<file path="config.mk">
export PLATFORM = sky130hd
export DESIGN_NAME = cla_pg_pipe
export DESIGN_NICKNAME = d
export VERILOG_FILES = /design/src/rtl/cla_pg_pipe.sv
export SDC_FILE = /design/constraint.sdc
export NUM_CORES = 1
export LEC_CHECK = 0
export ABC_AREA = 1
export CAP_MARGIN = 10
export CORE_MARGIN = 2
export CORE_UTILIZATION = 47
export CTS_CLUSTER_SIZE = 28
export DETAILED_ROUTE_END_ITERATION = 8
export PLACE_DENSITY = 0.82
export SYNTH_ARGS = -nofsm -noshare
export SYNTH_HDL_FRONTEND = slang
export SYNTH_SLANG_ARGS = --single-unit
export TNS_END_PERCENT = 5
</file>
<file path="constraint.sdc">
create_clock -name clk -period 1.3 [get_ports clk]
set_input_delay 0.26 -clock clk [delete_from_list [all_inputs] [get_ports clk]]
set_output_delay 0.26 -clock clk [all_outputs]
set_load 0.03 [all_outputs]
</file>
<file path="src/rtl/cla_pg_pipe.sv">
// cla_pg_pipe: two-stage valid/ready pipeline producing bit and nibble-group propagate/generate for a CLA.
// Optional macro CLA_PG_SUB_EN adds a sub input that inverts b and forces carry-in for a - b.
module cla_pg_pipe #(
  parameter int WIDTH = 8
) (
  input  logic             clk,
  input  logic             rst,
  input  logic             in_valid,
  output logic             in_ready,
  input  logic [WIDTH-1:0] a,
  input  logic [WIDTH-1:0] b,
  input  logic             cin_in,
`ifdef CLA_PG_SUB_EN
  input  logic             sub,
`endif
  output logic             out_valid,
  input  logic             out_ready,
  output logic [WIDTH-1:0] p,
  output logic [WIDTH-1:0] g,
  output logic [WIDTH/4-1:0] gp,
  output logic [WIDTH/4-1:0] gg,
  output logic             cin_out
);
  localparam int NGRP = WIDTH / 4;
  logic [WIDTH-1:0] b_eff, s1_p, s1_g;
  logic             c_eff, s1_c, s1_v, s2_v, in_xfer, s2_adv;
  logic [NGRP-1:0]  gp_c, gg_c;
`ifdef CLA_PG_SUB_EN
  assign b_eff = sub ? ~b : b;
  assign c_eff = sub | cin_in;
`else
  assign b_eff = b;
  assign c_eff = cin_in;
`endif
  assign s2_adv    = s1_v & (!s2_v | out_ready);
  assign in_ready  = !s1_v | s2_adv;
  assign in_xfer   = in_valid & in_ready;
  assign out_valid = s2_v;
  for (genvar k = 0; k < NGRP; k++) begin : grp
    logic [3:0] gp4, gg4;
    assign gp4 = s1_p[4*k +: 4];
    assign gg4 = s1_g[4*k +: 4];
    assign gp_c[k] = &gp4;
    assign gg_c[k] = gg4[3] | (gp4[3] & gg4[2]) | (gp4[3] & gp4[2] & gg4[1]) |
                     (gp4[3] & gp4[2] & gp4[1] & gg4[0]);
  end
  always_ff @(posedge clk) begin
    if (rst) begin
      s1_v    <= 1'b0;
      s1_p    <= '0;
      s1_g    <= '0;
      s1_c    <= 1'b0;
      s2_v    <= 1'b0;
      p       <= '0;
      g       <= '0;
      gp      <= '0;
      gg      <= '0;
      cin_out <= 1'b0;
    end else begin
      s1_v <= in_xfer ? 1'b1 : (s2_adv ? 1'b0 : s1_v);
      s2_v <= s2_adv ? 1'b1 : (out_ready ? 1'b0 : s2_v);
      if (in_xfer) begin
        s1_p <= a ^ b_eff;
        s1_g <= a & b_eff;
        s1_c <= c_eff;
      end
      if (s2_adv) begin
        p       <= s1_p;
        g       <= s1_g;
        gp      <= gp_c;
        gg      <= gg_c;
        cin_out <= s1_c;
      end
    end
  end
endmodule

</file>
==> run summary <==
Synthesis produced a netlist whose cell count is 205. For this run, the total global-route usage over all layers was measured as 17.8%. The critical path is of the flop to output pin type. The slowest stage of the critical path is the dfxtp_1 cell. The count of pins over their slew limit was 0. Across all layers, the routed design uses 1,409 vias. The die is 63.4 um tall. Of all nets on the critical path, the largest fanout is 2. The tools report the worst setup timing slack at the placement stage as -230 ps. Clock tree synthesis found a total of 40 sinks. The die covers 4020 um2. The post-detailed-route via-to-cell ratio was 4.67. The logs give 20 for the number of unique standard cell types used by synthesis and 0 for the total setup buffers inserted after CTS. The worst setup path is launched from a flop.

In this run the critical register-to-register path is launched from out_valid. For flop-to-flop paths, the worst setup slack is 190 ps. Synthesis produced a netlist with a net count of 234. VDD sags by at most 661 uV. The tools report the reg-to-reg critical path endpoint as cin_out. For this block, the initial DRC count from the detailed router was 48.

Clock latency on the worst-skew pair, taken at its later pin, is 350 ps. In the final layout, flip-flops and latches occupy 806 um2. CTS built an H-tree with a depth of 2.

The run finished with clean final reports. The run gives 65.5% as the utilization of the core after routing. The path with the worst hold slack has its endpoint at p[0]. The critical path goes through clkdlybuf4s15_2.

For the data arrival time of the critical path, the log shows 1000 ps. The number of cells on the worst reg-to-reg path is 5. The average wire per standard cell is 11.0 um, and the core outline area is 3360 um2. The multi-input combinational cells in the finished layout cover a total of 759 um2. Hold repair after CTS inserted 0 buffers. The number of antenna diodes was 0. Once layout is complete, the cells apart from fillers number 302.

At the end of routability-driven placement, the weighted congestion stood at 0.778. The net count of the finished layout is 284. Largest delay contributor family on the critical path: flip-flops. Path category of the worst min-delay check: flop to flop. The via count of the first global-routing pass is 1,272. After layout, the worst setup slack is 44.4 ps. The tightest slew margin relative to the limit is 77.6%.

Relative to the synthesized area, the layout overhead comes to 32.9%. The run gives 0 as the final count of hold timing violations. The worst path in the final design needs a cycle of 1260 ps, including I/O delays and setup. The filler cells instantiated in the layout total 319. The number of placement rows was 21; the initial antenna violation count was 0. The leakage power total is 0.987 nW, and the share of the yosys chip area belonging to registers is 48.3%.

For the effective utilization at floorplan, the log shows 49.3%. The first global-routing pass estimated 5.56 mm of wire. In this run the most critical hold path is launched from p[0]. At the worst endpoint, the required time is 1040 ps. The average instance area after synthesis was 8.09 um2; the highest achievable clock rate was 796 MHz.

The run gives 294 as the number of cells after detailed placement. Entering global routing, the biggest net connects 18 pins. With fillers left out, the area of the finished cells amounts to 2200 um2.

The buffer cell driving the clock tree root is clkbuf_4. The pin slew with the least headroom to its limit is 335 ps. The total overflow left after global routing is 0. Clock skew on the completed layout was measured at 10.0 ps. The half-perimeter wire length after placement was 2.55 mm; the power per unit of standard cell area was 1240 nW/um2. Yosys printed 0 warnings.

Setup repair after global routing left no endpoint under its margin. The maximum clock insertion buffer count was 2; the register bit count reported by yosys was 40. Wires add up to 3.32 mm. On the worst path, the slowest cell contributes a delay of 350 ps. The worst setup path is captured at an output pin. The clock-pin slew on the worst setup and hold paths was 120 ps.

The post-detailed-route DRC marker count was 0; the total placed instance area was 2180 um2. Clock tree synthesis inserted a total of 5 buffers. The fraction of layout instances using a drive strength above 1 was 22.7%; the cell area after synthesis was 1660 um2.

Setup violations remaining at the end of the flow were counted as 0. Of the available clock period, the critical path in the final layout requires 96.6%. Counting instances, the worst hold path has a depth of 2. The count of buffering cells on the critical path with inverters included was 1; the remaining antenna violation count was 0.

The horizontal die dimension is 63.4 um. In this run the tool buffered the top-level ports with 43 buffer cells. The count of boundary I/O pins is 44, and the total iterations of the first detailed-routing run is 4. TritonCTS built the clock tree. Number of maximum-capacitance constraint violations: 0.
-- layer usage --
layer / up-vias / wire (um) / track usage [%]
met1: 607 / 1610 / 23.1
li1: 756 / - / -
met5: - / 0 / 0
met4: 0 / 20 / 4.89
met2: 42 / 1510 / 27.8
met3: 4 / 176 / 6.43
-- power breakdown --
group	internal (mW)	total (mW)	switching (mW)
clock	0.511	0.904	0.394
sequential	1.31	1.37	0.0650
combinational	0.207	0.460	0.253
-- how the worst max path moves through the flow --
stage | start | to | depth (start not counted)
global route | p[5] | p[5] | 1
finish | p[5] | p[5] | 1
floorplan | out_valid | s1_p[3] | 6
detailed placement | out_ready | g[2] | 7
CTS | out_ready | in_ready | 4
global placement | out_ready | g[7] | 7
-- through the flow --
step	setup TNS, ps	power, mW	hold slack [ps]
global route	0	2.86	509
CTS	0	2.77	475
finish	0	2.74	469
floorplan	0	1.68	413
global placement	-4150	1.88	455
detailed placement	-4820	1.89	457
-- synth_stat cells --
| library cell | n | share of area, % |
|---|---|---|
| inv_2 | 1 | 0.23 |
| buf_4 | 1 | 0.45 |
| nand2_2 | 1 | 0.38 |
| nor2_2 | 10 | 3.8 |
| inv_1 | 10 | 2.3 |
| a21oi_1 | 8 | 2.4 |
| o21ai_0 | 15 | 4.5 |
| clkbuf_1 | 2 | 0.45 |
| nand3_2 | 1 | 0.60 |
| buf_2 | 4 | 1.2 |
| dfxtp_1 | 40 | 48 |
| buf_6 | 2 | 1.4 |
| nand3_1 | 2 | 0.60 |
| nand4_1 | 2 | 0.75 |
| inv_4 | 1 | 0.38 |
| ha_1 | 8 | 6.0 |
| o21bai_1 | 17 | 7.7 |
| nor2_1 | 60 | 14 |
| nand2_4 | 1 | 0.68 |
| nand2_1 | 19 | 4.3 |
-- layout by cell type (no fill, tap or decap), drive strengths merged --
master,synthesis,final
buf,7,29
a21oi,8,8
nand2,21,21
o21ai,15,15
nand4,2,2
bufinv,0,1
nor2,70,70
clkdlybuf4s50,0,20
o21bai,17,17
nand3,3,3
ha,8,8
inv,12,12
clkbuf,2,7
dfxtp,40,40
clkdlybuf4s15,0,3
-- flip-flops by register name, indices dropped and copies added (netlist names) --
| signal | flops |
|---|---|
| s1_p | 8 |
| s1_g | 8 |
| s1_c | 1 |
| s1_v | 1 |
| gp | 2 |
| gg | 2 |
| p | 8 |
| cin_out | 1 |
| out_valid | 1 |
| g | 8 |
-- final cells by class --
cell class | instances | share of cell area [%]
timing repair buffer | 52 | 19.9
tap | 46 | 2.61
clock buffer | 7 | 2.95
sequential | 40 | 36.6
clock inverter | 1 | 1.36
multi-input combinational | 144 | 34.5
inverter | 12 | 2.16
-- logic make-up after synthesis --
family	synth area share [%]
adder cells (fa/ha/maj)	6.04
AND/OR/NAND/NOR	24.7
AO/OA/AOI/OAI	14.6
buffers and inverters	6.34
flip-flops	48.3
-- what timing repair did --
action | in CTS | in global routing
resized for setup | 63 | 35
endpoints found under the hold margin | 0 | 0
setup endpoints to repair | 21 | 17
Note: power is estimated with default switching activity, not from simulation.
